[src/rtl/vga_pkg.sv]
// Shared 800x600@60 timing constants and counter types for the video path.
// Latency: none (declarations only).
// Backpressure: none; the pixel timing is free-running.
package vga_pkg;

  // 40 MHz pixel clock, 800x600@60 (VESA), positive syncs
  localparam int H_ACTIVE_DEF = 800;
  localparam int H_FP_DEF     = 40;
  localparam int H_SYNC_DEF   = 128;
  localparam int H_BP_DEF     = 88;
  localparam int H_TOTAL      = H_ACTIVE_DEF + H_FP_DEF + H_SYNC_DEF + H_BP_DEF;  // 1056

  localparam int V_ACTIVE_DEF = 600;
  localparam int V_FP_DEF     = 1;
  localparam int V_SYNC_DEF   = 4;
  localparam int V_BP_DEF     = 23;
  localparam int V_TOTAL      = V_ACTIVE_DEF + V_FP_DEF + V_SYNC_DEF + V_BP_DEF;  // 628

  localparam int HCNT_W = 11;
  localparam int VCNT_W = 10;
  localparam int FCNT_W = 16;

  typedef logic [HCNT_W-1:0] hcnt_t;
  typedef logic [VCNT_W-1:0] vcnt_t;
  typedef logic [FCNT_W-1:0] fcnt_t;

  // Half-open window test lo <= cnt < hi at horizontal-counter width
  function automatic logic in_window(input hcnt_t cnt, input hcnt_t lo, input hcnt_t hi);
    return (cnt >= lo) && (cnt < hi);
  endfunction

endpackage

[src/rtl/vga_timing_gen_if.sv]
// Bundle of the raster timing outputs handed to the renderer.
// Latency: none (wires only).
// Backpressure: none; the consumer must keep up with the pixel clock.
interface vga_timing_gen_if;
  import vga_pkg::*;

  logic  h_sync;
  logic  v_sync;
  logic  h_disp;
  logic  v_disp;
  hcnt_t h_loc;
  vcnt_t v_loc;
  logic  line_start;
  logic  frame_tick;
  fcnt_t frame_cnt;

  modport master (
    output h_sync, v_sync, h_disp, v_disp, h_loc, v_loc, line_start, frame_tick, frame_cnt
  );

  modport slave (
    input  h_sync, v_sync, h_disp, v_disp, h_loc, v_loc, line_start, frame_tick, frame_cnt
  );

endinterface

[src/rtl/vga_timing_gen_sync_counter.sv]
// Wrap-at-N counter with enable; wrap_o flags the enabled cycle at N-1.
// Latency: count registered; wrap_o is combinational from the count.
// Backpressure: none; en_i simply holds the count.
module sync_counter #(
  parameter int N = 4,
  parameter int W = 4
) (
  input  logic         clk,
  input  logic         rst_n,
  input  logic         en_i,
  output logic [W-1:0] cnt_o,
  output logic         wrap_o
);

  localparam logic [W-1:0] LAST = W'(N - 1);

  logic [W-1:0] cnt_q;
  logic [W-1:0] cnt_d;

  assign wrap_o = en_i && (cnt_q == LAST);
  assign cnt_o  = cnt_q;

  // Next count: wrap to zero at N-1, otherwise step when enabled
  always_comb begin
    cnt_d = cnt_q;
    if (wrap_o) begin
      cnt_d = '0;
    end else if (en_i) begin
      cnt_d = cnt_q + W'(1);
    end
  end

  // Count register with synchronous clear
  always_ff @(posedge clk) begin
    if (!rst_n) begin
      cnt_q <= '0;
    end else begin
      cnt_q <= cnt_d;
    end
  end

endmodule

[src/rtl/vga_timing_gen.sv]
// Raster timing generator: h/v counters, syncs, display enables, frame strobes.
// Latency: every output is one cycle behind the counters, all mutually aligned.
// Backpressure: none; free-running at the pixel clock.
module vga_timing_gen
  import vga_pkg::*;
#(
  parameter int H_ACTIVE = H_ACTIVE_DEF,
  parameter int H_FP     = H_FP_DEF,
  parameter int H_SYNC   = H_SYNC_DEF,
  parameter int H_BP     = H_BP_DEF,
  parameter int V_ACTIVE = V_ACTIVE_DEF,
  parameter int V_FP     = V_FP_DEF,
  parameter int V_SYNC   = V_SYNC_DEF,
  parameter int V_BP     = V_BP_DEF,
  parameter bit SYNC_POL = 1'b1
) (
  input logic               clk,
  input logic               rst_n,
  vga_timing_gen_if.master  vga
);

  localparam int H_TOT = H_ACTIVE + H_FP + H_SYNC + H_BP;
  localparam int V_TOT = V_ACTIVE + V_FP + V_SYNC + V_BP;

  if (H_TOT > 2047) begin : g_h_total_err
    $error("H_TOTAL does not fit the 11-bit horizontal counter");
  end
  if (V_TOT > 1023) begin : g_v_total_err
    $error("V_TOTAL does not fit the 10-bit vertical counter");
  end

  localparam hcnt_t H_ACT_C  = hcnt_t'(H_ACTIVE);
  localparam hcnt_t HS_START = hcnt_t'(H_ACTIVE + H_FP);
  localparam hcnt_t HS_END   = hcnt_t'(H_ACTIVE + H_FP + H_SYNC);
  localparam vcnt_t V_ACT_C  = vcnt_t'(V_ACTIVE);
  localparam vcnt_t V_LAST_V = vcnt_t'(V_ACTIVE - 1);
  localparam vcnt_t VS_START = vcnt_t'(V_ACTIVE + V_FP);
  localparam vcnt_t VS_END   = vcnt_t'(V_ACTIVE + V_FP + V_SYNC);

  hcnt_t h_cnt;
  vcnt_t v_cnt;
  logic  h_wrap;
  logic  v_wrap;

  sync_counter #(.N(H_TOT), .W(HCNT_W)) u_h_cnt (
    .clk    (clk),
    .rst_n  (rst_n),
    .en_i   (1'b1),
    .cnt_o  (h_cnt),
    .wrap_o (h_wrap)
  );

  // v_cnt only moves on the last pixel of a line, so its wrap is the frame wrap
  sync_counter #(.N(V_TOT), .W(VCNT_W)) u_v_cnt (
    .clk    (clk),
    .rst_n  (rst_n),
    .en_i   (h_wrap),
    .cnt_o  (v_cnt),
    .wrap_o (v_wrap)
  );

  fcnt_t frame_cnt_q;
  fcnt_t frame_cnt_d;
  fcnt_t frame_out_q;
  hcnt_t h_loc_q;
  vcnt_t v_loc_q;
  logic  h_disp_q;
  logic  v_disp_q;
  logic  h_sync_q;
  logic  v_sync_q;
  logic  line_start_q;
  logic  frame_tick_q;

  // Completed-frame count; 16-bit arithmetic wraps 65535 -> 0 naturally
  assign frame_cnt_d = v_wrap ? frame_cnt_q + 16'd1 : frame_cnt_q;

  // Output stage: decode the current counter state into registered outputs.
  // frame_cnt is staged once more so it changes together with v_loc returning to 0.
  always_ff @(posedge clk) begin
    if (!rst_n) begin
      frame_cnt_q  <= '0;
      frame_out_q  <= '0;
      h_loc_q      <= '0;
      v_loc_q      <= '0;
      h_disp_q     <= 1'b0;
      v_disp_q     <= 1'b0;
      h_sync_q     <= ~SYNC_POL;
      v_sync_q     <= ~SYNC_POL;
      line_start_q <= 1'b0;
      frame_tick_q <= 1'b0;
    end else begin
      frame_cnt_q  <= frame_cnt_d;
      frame_out_q  <= frame_cnt_q;
      h_loc_q      <= h_cnt;
      v_loc_q      <= v_cnt;
      h_disp_q     <= (h_cnt < H_ACT_C);
      v_disp_q     <= (v_cnt < V_ACT_C);
      h_sync_q     <= in_window(h_cnt, HS_START, HS_END) ? SYNC_POL : ~SYNC_POL;
      v_sync_q     <= in_window({1'b0, v_cnt}, {1'b0, VS_START}, {1'b0, VS_END}) ?
                      SYNC_POL : ~SYNC_POL;
      line_start_q <= (h_cnt == '0);
      frame_tick_q <= (h_cnt == H_ACT_C) && (v_cnt == V_LAST_V);
    end
  end

  assign vga.h_loc      = h_loc_q;
  assign vga.v_loc      = v_loc_q;
  assign vga.h_disp     = h_disp_q;
  assign vga.v_disp     = v_disp_q;
  assign vga.h_sync     = h_sync_q;
  assign vga.v_sync     = v_sync_q;
  assign vga.line_start = line_start_q;
  assign vga.frame_tick = frame_tick_q;
  assign vga.frame_cnt  = frame_out_q;

endmodule

[src/flat_wrapper.sv]
// flat-port wrapper written by rule: the top's interface ports become plain ports
module vga_timing_gen_flat import vga_pkg::*;
#(
  parameter int H_ACTIVE = H_ACTIVE_DEF,
  parameter int H_FP     = H_FP_DEF,
  parameter int H_SYNC   = H_SYNC_DEF,
  parameter int H_BP     = H_BP_DEF,
  parameter int V_ACTIVE = V_ACTIVE_DEF,
  parameter int V_FP     = V_FP_DEF,
  parameter int V_SYNC   = V_SYNC_DEF,
  parameter int V_BP     = V_BP_DEF,
  parameter bit SYNC_POL = 1'b1
)
  (clk, rst_n, vga_h_sync, vga_v_sync, vga_h_disp, vga_v_disp, vga_h_loc, vga_v_loc, vga_line_start, vga_frame_tick, vga_frame_cnt);
  vga_timing_gen_if vga_i ();
  input logic clk;
  input logic rst_n;
  output wire logic [$bits(vga_i.h_sync)-1:0] vga_h_sync;
  output wire logic [$bits(vga_i.v_sync)-1:0] vga_v_sync;
  output wire logic [$bits(vga_i.h_disp)-1:0] vga_h_disp;
  output wire logic [$bits(vga_i.v_disp)-1:0] vga_v_disp;
  output wire logic [$bits(vga_i.h_loc)-1:0] vga_h_loc;
  output wire logic [$bits(vga_i.v_loc)-1:0] vga_v_loc;
  output wire logic [$bits(vga_i.line_start)-1:0] vga_line_start;
  output wire logic [$bits(vga_i.frame_tick)-1:0] vga_frame_tick;
  output wire logic [$bits(vga_i.frame_cnt)-1:0] vga_frame_cnt;
  assign vga_h_sync = vga_i.h_sync;
  assign vga_v_sync = vga_i.v_sync;
  assign vga_h_disp = vga_i.h_disp;
  assign vga_v_disp = vga_i.v_disp;
  assign vga_h_loc = vga_i.h_loc;
  assign vga_v_loc = vga_i.v_loc;
  assign vga_line_start = vga_i.line_start;
  assign vga_frame_tick = vga_i.frame_tick;
  assign vga_frame_cnt = vga_i.frame_cnt;
  vga_timing_gen #(.H_ACTIVE(H_ACTIVE), .H_FP(H_FP), .H_SYNC(H_SYNC), .H_BP(H_BP), .V_ACTIVE(V_ACTIVE), .V_FP(V_FP), .V_SYNC(V_SYNC), .V_BP(V_BP), .SYNC_POL(SYNC_POL)) u_core (.clk(clk), .rst_n(rst_n), .vga(vga_i));
endmodule
[config.mk]
export PLATFORM = sky130hd
export DESIGN_NAME = vga_timing_gen_flat
export DESIGN_NICKNAME = d
export VERILOG_FILES = /design/src/rtl/vga_pkg.sv /design/src/rtl/vga_timing_gen_if.sv /design/src/rtl/vga_timing_gen_sync_counter.sv /design/src/rtl/vga_timing_gen.sv /design/src/flat_wrapper.sv
export SDC_FILE = /design/constraint.sdc
export NUM_CORES = 1
export LEC_CHECK = 0
export CORE_MARGIN = 2
export CORE_UTILIZATION = 25
export CTS_CLUSTER_SIZE = 12
export DETAILED_ROUTE_END_ITERATION = 6
export PLACE_DENSITY_LB_ADDON = 0.12
export SYNTH_ARGS = -nofsm -noshare
export SYNTH_HDL_FRONTEND = slang
export SYNTH_SLANG_ARGS = --single-unit
export TNS_END_PERCENT = 20
[constraint.sdc]
create_clock -name clk -period 2.8 [get_ports clk]
set_input_delay 0.84 -clock clk [delete_from_list [all_inputs] [get_ports clk]]
set_output_delay 0.84 -clock clk [all_outputs]
set_load 0.1 [all_outputs]
======== Yosys cells after proc, flatten, opt, wreduce, memory -nomap -nowiden ========
Cells that the tools add are included.
word-level totals
  input port bits ......................... 2
  register bits after elaboration ......... 80
operators by class
  eq/ne operators ......................... 4
  reductions and logical operators ........ 7
  $add $sub $neg .......................... 3
  $lt $le $gt $ge ......................... 6
  muxes and demuxes ....................... 2
  bitwise gates (word level) .............. 1
operators with widths
  cell                                                                      count
  11-bit by 10-bit < comparator with 1-bit output (second input constant)   2
  10-bit == test (second input constant)                                    2
  10-bit < comparator (second input constant)                               2
  16-bit by 1-bit adder with 16-bit output (second input constant)          1
  11-bit by 1-bit adder with 11-bit output (second input constant)          1
  11-bit by 10-bit == test with 1-bit output (second input constant)        1
  11-bit == test (second input constant)                                    1
  11-bit by 10-bit >= comparator with 1-bit output (second input constant)  1
  11-bit zero test                                                          1
  10-bit by 1-bit adder with 10-bit output (second input constant)          1
  10-bit >= comparator (second input constant)                              1
  1-bit logical AND                                                         4
  2-bit OR reduction                                                        2
  1-bit two-way mux                                                         2
  1-bit NOT                                                                 1

======== Logic depth before layout (Yosys ltp) ========
Gate-level depths: netlist (run 1).
  depth in word-level cells ............... 3
  gate-level depth with buffers ........... 8
  depth with buffers taken out ............ 6

======== By module ========
Synthesis (run 1) repeated with hierarchy kept, for this count alone.
second synthesis, totals
  cell total of the unflattened synthesis .. 290
  area, all modules ....................... 2,996.6 um2
modules (own cells, without submodules)
  module                          cells each  area an instance (um2)  times used
  vga_timing_gen                  187         2,025.7                 1
  sync_counter at u_core.u_h_cnt  57          518.0                   1
  sync_counter at u_core.u_v_cnt  46          452.9                   1

======== Worst setup path after synthesis (run 1) ========
No wires, ideal clock.
  path type ............................... register to register
  from .................................... reg u_core.u_h_cnt.cnt_q[0], in the netlist u_core.u_h_cnt.cnt_o[0]
  to ...................................... reg u_core.frame_cnt_q[14]
  arrival time ............................ 1.683 ns
  library setup time ...................... 0.123 ns
  slack ................................... 0.994 ns
  path buffers ............................ 1
  cell stages (with the launch flop) ...... 8
  cell sequence ........................... dfxtp_1 -> ha_1 -> and4_1 -> buf_4 -> nand2_1 -> nor3_4 -> and3_1 -> mux2_1
on the way
  word-level cells in the longest chain between the ends .. 2
ends and longest elaborated chain
  element                   RTL line                           source
  start: declaration        vga_timing_gen_sync_counter.sv:17  logic [W-1:0] cnt_q;
  start signal: assignment  vga_timing_gen_sync_counter.sv:38  cnt_q <= cnt_d;
  11-bit == test            vga_timing_gen_sync_counter.sv:20  assign wrap_o = en_i && (cnt_q == LAST);
  1-bit logical AND         vga_timing_gen_sync_counter.sv:20
  end signal: assignment    vga_timing_gen.sv:92               frame_cnt_q <= frame_cnt_d;
  end: declaration          vga_timing_gen.sv:62               fcnt_t frame_cnt_q;
No other way between the ends.
A chain may end at the register's enable or synchronous reset.

======== Worst setup path in the final report (run 1) ========
Same ends and word-level chain as after synthesis.

==> reports/results.tsv, run 1 <==
metric	value	unit
status	completed	
sequential share of power	49.9	%
Post-DRT Antenna Nets	0	
Synth warnings	0	
Worst Tran Pin Value	509	ps
Max Slew Vio Count	0	
postcts setup bufs	0	
largest area contributor in the netlist	dfxtp_1	
row cnt	40	
first-pass GRT wire length	10500	um
Max Fanout on Critical Path	7	
final setup violation count	0	
DRT iter0 DRCs	85	
Post-synth EDFFs	0	
top-count cell post-synth	dfxtp_1	
Crit Path Class	flip-flop to flip-flop	
I/O pins	45	
total grt overflow	0	
antenna cells	0	
Gate power share	3.7	%
LEAKAGE	1.66	nW
Reg clk slew, reported paths	60	ps
H-tree lvl count	3	
post-synthesis sequential area ratio	51.9	%
RSZ-0062 raised after global routing	no	
Die Wd	115	um
Post-CTS Hold Buffers	0	
final non-filler cell total	497	
vias per inst	4.27	
PD cells	603	nW/um^2
worst setup margin	680	ps
setup TNS	0	ps
deepest clock path buffer count	2	
Switch Pwr	0.499	mW
Die ar.	13300	um^2
ys flop type	dfxtp_1	
fin crit share	75.7	%
Data required, critical path	3030	ps
via count	2124	
I/O Buffers	44	
Clk Latency, worst-skew pair	340	ps
Clock power frac	46.4	%
total global-route track usage	10.4	%
post-cts sizing count	0	
Cells after Synth	302	
CTS Buf Count	9	
Synth area leaders	dfxtp_1 (52%), and2_1 (9.3%), xor2_1 (3.7%)	
top-area cell type share of the netlist area	51.9	%
CP Launch Type	flip-flop	
Pre-antenna DRT Iters	4	
layout cells sized above 1	20.6	%
final WL	6290	um
Syn Area/Cell	10.2	um^2
Register Area	1600	um^2
largest net degree at the start of global routing	62	
Fin Hold WS	472	ps
DP Cell Count	482	
CTS root buf	clkbuf_16	
Hold/Removal Path Class	flip-flop to flip-flop	
CP Capture Type	flip-flop	
detailed placement HPWL	4260	um
relative slew slack	66.1	%
area of the multi-input gates	1400	um^2
Post-Syn Area	3090	um^2
DIE HEIGHT	115	um
syn nets	310	
Avg WL per Cell	12.7	um
CTS tree	yes	
Residual DRC	0	
endpoints failing hold	0	
NumNets Final	354	
Initial Util	25.7	%
Pint	1.81	mW
Core Area	12000	um^2
Max VDD drop	0.000231	V
Max-cap violations	0	
library cells used by synthesis	44	
Achievable Freq	472	MHz
vias in the first global route	2108	
crit path DAT	2350	ps
initial antenna violation count	0	
fin crit period	2120	ps
Async S/R FF share, synth	0	%
TritonCTS Sinks	80	
Area Growth Syn to Fin	24.3	%
gpl congestion	0.719	
Sw Share	21.6	%
pre-CTS setup slack	637	ps
fill count	1265	
skew final	5.72	ps
flops & latches, synth	80	
synth cell count leaders	dfxtp_1 (80), and2_1 (46), nor2_1 (18), nand2_1 (17), xor2_1 (13)	
-- layer usage --
metal  track usage, %  vias up  wire (um)
met5                0        -          0
li1                 -     1094          -
met4             6.83        0        183
met1             13.5      980       3160
met3             3.06       15        223
met2             15.1       35       2720
-- state kept, by name, summed over array words and instances (netlist names) --
name and flops:
u_core.vga.line_start 1, u_core.vga.h_disp 1, u_core.u_v_cnt.cnt_o 10, u_core.vga.v_sync 1, u_core.vga.v_loc 10, u_core.vga.frame_cnt 16
u_core.frame_cnt_q 16, u_core.u_h_cnt.cnt_o 11, u_core.vga.frame_tick 1, u_core.vga.h_sync 1, u_core.vga.h_loc 11, u_core.vga.v_disp 1
-- critical path, cell delays in order (launching register included) --
cell and delay, ps:
dfxtp_1 390, ha_1 220, and4_1 440, nand2_1 150
nor3_4 300, and3_1 200, mux2_1 310
-- power by group through the flow --
stage | combinational [mW] | clock (mW) | sequential [mW]
2_1_floorplan | 0.0263 | 0 | 1.22
3_3_place_gp | 0.0891 | 0 | 1.18
3_5_place_dp | 0.0877 | 0 | 1.18
4_1_cts | 0.0880 | 1.12 | 1.15
5_1_grt | 0.0934 | 1.17 | 1.15
6_report | 0.0857 | 1.07 | 1.15
-- layout make-up --
| type | count | area share [%] |
|---|---|---|
| repair buffers | 45 | 9.19 |
| inverters | 9 | 0.880 |
| multi-input cells | 201 | 36.4 |
| well taps | 147 | 4.79 |
| flip-flops and latches | 80 | 41.7 |
| clock buffers | 15 | 6.98 |
-- cell families after synthesis --
group,share of synthesized area (%)
adders and majority gates,2.43
xor gates and xnor gates,6.52
muxes,3.32
AOI/OAI and AO/OA,3.12
and+or+nand+nor,29.9
DFF,51.9
buffers and inverters,2.84
-- stage by stage --
stage / area, um^2 / utilization, % / power, mW
floorplan: 3090 / - / 1.24
finish: 3840 / 32.0 / 2.31
detailed placement: 3570 / 29.7 / 1.27
global route: 3840 / 32.0 / 2.42
CTS: 3840 / 32.0 / 2.36
global placement: 3570 / 29.7 / 1.27
-- cell usage in the layout, fill, tap and decap left out, types with 3 or more instances in the layout --
| cell type | instances |
|---|---|
| nor3_1 | 5 |
| or3_1 | 4 |
| clkbuf_1 | 4 |
| nor2_1 | 18 |
| and2_1 | 46 |
| nand3_1 | 12 |
| o21ai_0 | 6 |
| xnor2_1 | 10 |
| clkbuf_16 | 9 |
| a21oi_1 | 3 |
| inv_1 | 9 |
| nand2_1 | 17 |
| nor4_1 | 3 |
| nor2b_1 | 7 |
| nand4_1 | 3 |
| mux2_1 | 6 |
| buf_4 | 43 |
| xor2_1 | 13 |
| dfxtp_1 | 80 |
| ha_1 | 6 |
| and3_1 | 10 |
-- worst paths after layout --
check                                        startpoint                      end  slack, ps  cells past startpoint
worst max register to register  u_core.u_h_cnt.cnt_o[0]   u_core.frame_cnt_q[14]        680                      6
worst max-delay path            u_core.u_h_cnt.cnt_o[0]   u_core.frame_cnt_q[14]        680                      6
worst min-delay path            u_core.u_h_cnt.cnt_o[0]  u_core.u_h_cnt.cnt_o[0]        470                      1
worst min register to register  u_core.u_h_cnt.cnt_o[0]  u_core.u_h_cnt.cnt_o[0]        470                      1
(Power assumes the default switching activity.)
==> run 2: changes to the inputs <==
==> constraint.sdc (replaced) <==
create_clock -name clk -period 1.9 [get_ports clk]
set_input_delay 0.57 -clock clk [delete_from_list [all_inputs] [get_ports clk]]
set_output_delay 0.57 -clock clk [all_outputs]
set_load 0.1 [all_outputs]
==> reports/results.tsv, run 2 (synthesis results as in run 1) <==
metric	value	unit	change
status	completed		unchanged
DIE HEIGHT	115	um	unchanged
Crit Path Class	flip-flop to flip-flop		unchanged
WHS Endpoint	u_core.vga.frame_cnt[15]		was u_core.u_h_cnt.cnt_o[0]
Post-DRT Antenna Nets	0		unchanged
CTS Buf Count	9		unchanged
Hold/Removal Path Class	flip-flop to flip-flop		unchanged
I/O pins	45		unchanged
Max-cap violations	0		unchanged
Max Fanout on Critical Path	4		was 7
H-tree lvl count	3		unchanged
final instance area	4890	um^2	was 3840 um^2
fin crit period	1860	ps	was 2120 ps
LEAKAGE	2.08	nW	was 1.66 nW
Data required, critical path	2120	ps	was 3030 ps
CP Capture Type	flip-flop		unchanged
Worst Tran Pin Value	445	ps	was 509 ps
total global-route track usage	11.0	%	was 10.4%
Max VDD drop	0.000311	V	was 0.000231 V
RSZ-0062 raised after global routing	yes		was no
detailed placement HPWL	4770	um	was 4260 um
Core Area	12000	um^2	unchanged
Max Slew Vio Count	0		unchanged
Initial Util	25.7	%	unchanged
skew final	6.80	ps	was 5.72 ps
vias per inst	4.23		was 4.27
DRT iter0 DRCs	111		was 85
Worst path depth	6		unchanged
Post-DP Area	4430	um^2	was 3570 um^2
Post-CTS Hold Buffers	0		unchanged
critical path's slowest cell	dfxtp_2		was and4_1
Avg WL per Cell	12.3	um	was 12.7 um
I/O Buffers	44		unchanged
crit path DAT	2080	ps	was 2350 ps
Fin Hold WS	489	ps	was 472 ps
reg2reg path depth	6		unchanged
via count	2306		was 2124
row cnt	40		unchanged
CP Launch Type	flip-flop		unchanged
NumNets Final	401		was 354
largest net degree at the start of global routing	33		was 62
Area Growth Syn to Fin	58.4	%	was 24.3%
r2r startpoint	u_core.u_v_cnt.cnt_o[0]		was u_core.u_h_cnt.cnt_o[0]
TritonCTS Sinks	80		unchanged
leading cell types in the layout, fill and taps excluded	dfxtp_1 (78), and2_1 (46), buf_12 (45), buf_4 (45), nor2_1 (18)		was dfxtp_1 (80), and2_1 (46), buf_4 (43)
vias in the first global route	2253		was 2108
total grt overflow	0		unchanged
Final Power	3.89	mW	was 2.31 mW
antenna cells	0		unchanged
Hold Crit Depth	1		unchanged
Clk Latency, worst-skew pair	340	ps	about the same
PD cells	796	nW/um^2	was 603 nW/um^2
final setup violation count	0		unchanged
max incr delay on CP	350	ps	was 440 ps
endpoints failing hold	0		unchanged
CTS root buf	clkbuf_16		unchanged
Crit Reg-Reg Endpoint	u_core.frame_cnt_q[14]		unchanged
Die ar.	13300	um^2	unchanged
relative slew slack	70.3	%	was 66.1%
R2R Setup Slk	40	ps	was 680 ps
Residual DRC	0		unchanged
fin crit share	97.9	%	was 75.7%
CTS tree	yes		unchanged
Reg clk slew, reported paths	60	ps	about the same
Achievable Freq	538	MHz	was 472 MHz
Bufs and invs on worst path	0		unchanged
final WL	6730	um	was 6290 um
first-pass GRT wire length	11300	um	was 10500 um
most common cell after layout, fill and taps aside	dfxtp_1		unchanged
gpl congestion	0.760		was 0.719
fill count	1193		was 1265
Cell Chain, Critical Path	ha_4, and4bb_2, nand4_1, nor3_4, and3_4, mux2_4		was ha_1, and4_1, nand2_1, nor3_4, and3_1, mux2_1
HP Start	u_core.frame_cnt_q[15]		was u_core.u_h_cnt.cnt_o[0]
deepest clock path buffer count	2		unchanged
Die Wd	115	um	unchanged
initial antenna violation count	0		unchanged
Pre-antenna DRT Iters	4		unchanged
delay-heaviest family, CP	simple AND/OR/NAND/NOR gates		unchanged
Final Util	40.7	%	was 32.0%
layout cells sized above 1	34.2	%	was 20.6%
## run 2: changes by cell type in the layout (fill, tap and decap cells not counted), sizes merged
cell,change
bufinv,+3
clkinvlp,+1
clkinv,+1
clkbuf,-4
buf,+47
## run 2: how the worst max path moves through the flow
stage | from | to | slack, ps
2_1_floorplan | u_core.u_h_cnt.cnt_o[0] | u_core.frame_cnt_q[14] | 90
3_3_place_gp | u_core.u_h_cnt.cnt_o[1] | u_core.frame_cnt_q[15] | -40
3_5_place_dp | u_core.u_h_cnt.cnt_o[0] | u_core.frame_cnt_q[15] | -20
4_1_cts | u_core.u_h_cnt.cnt_o[0] | u_core.frame_cnt_q[15] | 20
5_1_grt | u_core.u_v_cnt.cnt_o[0] | u_core.frame_cnt_q[14] | -30
6_report | u_core.u_v_cnt.cnt_o[0] | u_core.frame_cnt_q[14] | 40
## run 2: per-stage QoR
stage	TNS (ps)	setup slack, ps	instances
6_report	0	40.6	545
5_1_grt	-59.6	-31.8	545
4_1_cts	0	20.4	539
3_5_place_dp	-18.2	-18.2	523
3_3_place_gp	-41.9	-41.9	523
2_1_floorplan	0	93.9	302
## run 2: repair_timing
item                                    in CTS  in global routing
gates resized for setup                      2                 14
endpoints found under the setup margin       1                 12
gates cloned                                 0                  0
pin swaps                                    0                  5
setup buffers                                0                  6
## run 2: area by class of cell
class	instances	area (um^2)	area share (%)
Clock buffer	11	253	5.17
Clock inverter	5	103	2.10
Inverter	9	33.8	0.691
Multi-Input combinational cell	201	1450	29.7
Sequential cell	80	1600	32.8
Tap cell	147	184	3.76
Timing Repair Buffer	92	1260	25.8
## run 2: routing by layer
| layer | vias to the layer above | part of all wire, % | global-route usage [%] |
|---|---|---|---|
| met2 | 34 | 44 | 15.7 |
| met3 | 8 | 3.4 | 3.48 |
| li1 | 1185 | - | - |
| met5 | - | 0 | 0 |
| met1 | 1079 | 51 | 15.1 |
| met4 | 0 | 1.6 | 5.06 |
## run 2: power breakdown
| part | internal (mW) | switching [mW] |
|---|---|---|
| Clock | 1.35 | 0.671 |
| Combinational | 0.0670 | 0.101 |
| Sequential | 1.69 | 0.00905 |
## run 2: worst register-to-register path, cell delays in order (launching register included)
cell	delay (ps)
dfxtp_2	350
ha_4	130
and4bb_2	270
nand4_1	150
nor3_4	320
and3_4	240
mux2_4	290
==> run 3: changes to the inputs <==
--- a/config.mk
+++ b/config.mk
@@ -5,11 +5,11 @@
 export SDC_FILE = /design/constraint.sdc
 export NUM_CORES = 1
 export LEC_CHECK = 0
-export CORE_MARGIN = 2
 export CORE_UTILIZATION = 25
 export CTS_CLUSTER_SIZE = 12
 export DETAILED_ROUTE_END_ITERATION = 6
 export PLACE_DENSITY_LB_ADDON = 0.12
+export SLEW_MARGIN = 25
 export SYNTH_ARGS = -nofsm -noshare
 export SYNTH_HDL_FRONTEND = slang
 export SYNTH_SLANG_ARGS = --single-unit
==> reports/results.tsv, run 3 (synthesis results as in run 1) <==
metric	value	unit	change
status	completed		unchanged
LEAKAGE	2.03	nW	was 2.08 nW
Avg WL per Cell	12.5	um	was 12.3 um
setup TNS	0	ps	unchanged
Clk Latency, worst-skew pair	340	ps	about the same
fin crit share	96.0	%	was 97.9%
Fin Hold WS	506	ps	was 489 ps
crit path DAT	2050	ps	was 2080 ps
TritonCTS Sinks	80		unchanged
Max-cap violations	0		unchanged
Die Wd	113	um	was 115 um
Area Growth Syn to Fin	56.6	%	was 58.4%
NumNets Final	400		was 401
total global-route track usage	11.6	%	was 11.0%
reg2reg path depth	6		unchanged
initial antenna violation count	0		unchanged
vias in the first global route	2333		was 2253
Post-DP Area	4450	um^2	was 4430 um^2
PD cells	753	nW/um^2	was 796 nW/um^2
Pre-antenna DRT Iters	4		unchanged
Max VDD drop	0.000313	V	was 0.000311 V
CP Capture Type	flip-flop		unchanged
gpl congestion	0.742		was 0.760
R2R Setup Slk	80	ps	was 40 ps
Achievable Freq	548	MHz	was 538 MHz
Max Slew Vio Count	0		unchanged
CTS tree	yes		unchanged
deepest clock path buffer count	2		unchanged
I/O Buffers	44		unchanged
Reg clk slew, reported paths	60	ps	about the same
Post-CTS Hold Buffers	0		unchanged
RSZ-0062 raised after global routing	yes		unchanged
largest net degree at the start of global routing	29		was 33
I/O pins	45		unchanged
vias per inst	4.26		was 4.23
Worst Tran Pin Value	509	ps	was 445 ps
Data required, critical path	2120	ps	about the same
Core Area	12000	um^2	unchanged
final WL	6800	um	was 6730 um
row cnt	40		unchanged
Die ar.	12800	um^2	was 13300 um^2
final instance area	4830	um^2	was 4890 um^2
Final Util	40.3	%	was 40.7%
r2r startpoint	u_core.u_v_cnt.cnt_o[1]		was u_core.u_v_cnt.cnt_o[0]
CTS root buf	clkbuf_16		unchanged
Critical Path Start	u_core.u_v_cnt.cnt_o[1]		was u_core.u_v_cnt.cnt_o[0]
via count	2318		was 2306
Post-DRT Antenna Nets	0		unchanged
Crit Reg-Reg Endpoint	u_core.frame_cnt_q[14]		unchanged
DIE HEIGHT	113	um	was 115 um
endpoints failing hold	0		unchanged
Worst Setup EP	u_core.frame_cnt_q[14]		unchanged
relative slew slack	66.0	%	was 70.3%
leading cell types in the layout, fill and taps excluded	dfxtp_1 (78), and2_1 (46), buf_12 (46)		was dfxtp_1 (78), and2_1 (46), buf_12 (45), buf_4 (45), nor2_1 (18)
Initial Util	25.7	%	unchanged
antenna cells	0		unchanged
final setup violation count	0		unchanged
CP Launch Type	flip-flop		unchanged
DRT iter0 DRCs	82		was 111
Residual DRC	0		unchanged
Max Fanout on Critical Path	5		was 4
H-tree lvl count	3		unchanged
skew final	8.15	ps	was 6.80 ps
layout cells sized above 1	33.0	%	was 34.2%
Hold/Removal Path Class	flip-flop to flip-flop		unchanged
first-pass GRT wire length	11400	um	was 11300 um
CTS Buf Count	9		unchanged
detailed placement HPWL	4810	um	was 4770 um
fin crit period	1820	ps	was 1860 ps
most common cell after layout, fill and taps aside	dfxtp_1		unchanged
total grt overflow	0		unchanged
Crit Path Class	flip-flop to flip-flop		unchanged
run 3: through the flow:
stage                     total power [mW]  instances  setup slack, ps
after detailed placement              1.91        524             10.4
after global routing                  3.78        544            -18.3
after CTS                             3.70        542             10.3
final                                 3.64        544             75.7
after floorplan                       1.83        302             93.9
after global placement                1.91        524             25.3
run 3: worst min-delay path by stage:
| stage | startpoint | to | slack, ps | cells after the start |
|---|---|---|---|---|
| 6_report | u_core.frame_cnt_q[5] | u_core.vga.frame_cnt[5] | 510 | 1 |
| 2_1_floorplan | u_core.u_h_cnt.cnt_o[0] | u_core.u_h_cnt.cnt_o[0] | 440 | 1 |
| 4_1_cts | u_core.frame_cnt_q[5] | u_core.vga.frame_cnt[5] | 510 | 1 |
| 5_1_grt | u_core.frame_cnt_q[5] | u_core.vga.frame_cnt[5] | 530 | 1 |
| 3_5_place_dp | u_core.frame_cnt_q[5] | u_core.vga.frame_cnt[5] | 500 | 1 |
| 3_3_place_gp | u_core.frame_cnt_q[5] | u_core.vga.frame_cnt[5] | 500 | 1 |
run 3: critical path, cell delays in order, from the launching register on:
cell and delay (ps):
dfxtp_2 360, ha_4 130, and4bb_2 270, nand4_1 150, nor3_4 270, and3_1 210, mux2_1 320
run 3: report_power, final:
group / total, mW / switching, mW / leakage [nW] / internal (mW)
sequential: 1.70 / 0.00925 / 0.647 / 1.69
clock: 1.77 / 0.678 / 0.141 / 1.09
combinational: 0.172 / 0.102 / 1.24 / 0.0699
run 3: routing by layer:
metal	wire [um]	global-route usage [%]	vias up	share of wire [%]
li1	-	-	1188	-
met4	185	7.63	0	2.7
met2	3130	17.5	32	46
met1	3300	14.9	1088	49
met3	181	2.57	10	2.7
met5	0	0	-	0
run 3: area by class of cell:
class / instances / area [um^2]
Sequential cell: 80 / 1600
Timing Repair Buffer: 90 / 1260
Clock inverter: 4 / 52.6
Fill cell: 1172 / 7180
Multi-Input combinational cell: 202 / 1450
Clock buffer: 12 / 256
Inverter: 9 / 33.8
Tap cell: 147 / 184
run 3: what timing repair did:
item,CTS,global route
resized for setup,6,6
cloned,0,1
buffers inserted,2,1
pin swaps,4,2
endpoints found under the setup margin,2,22
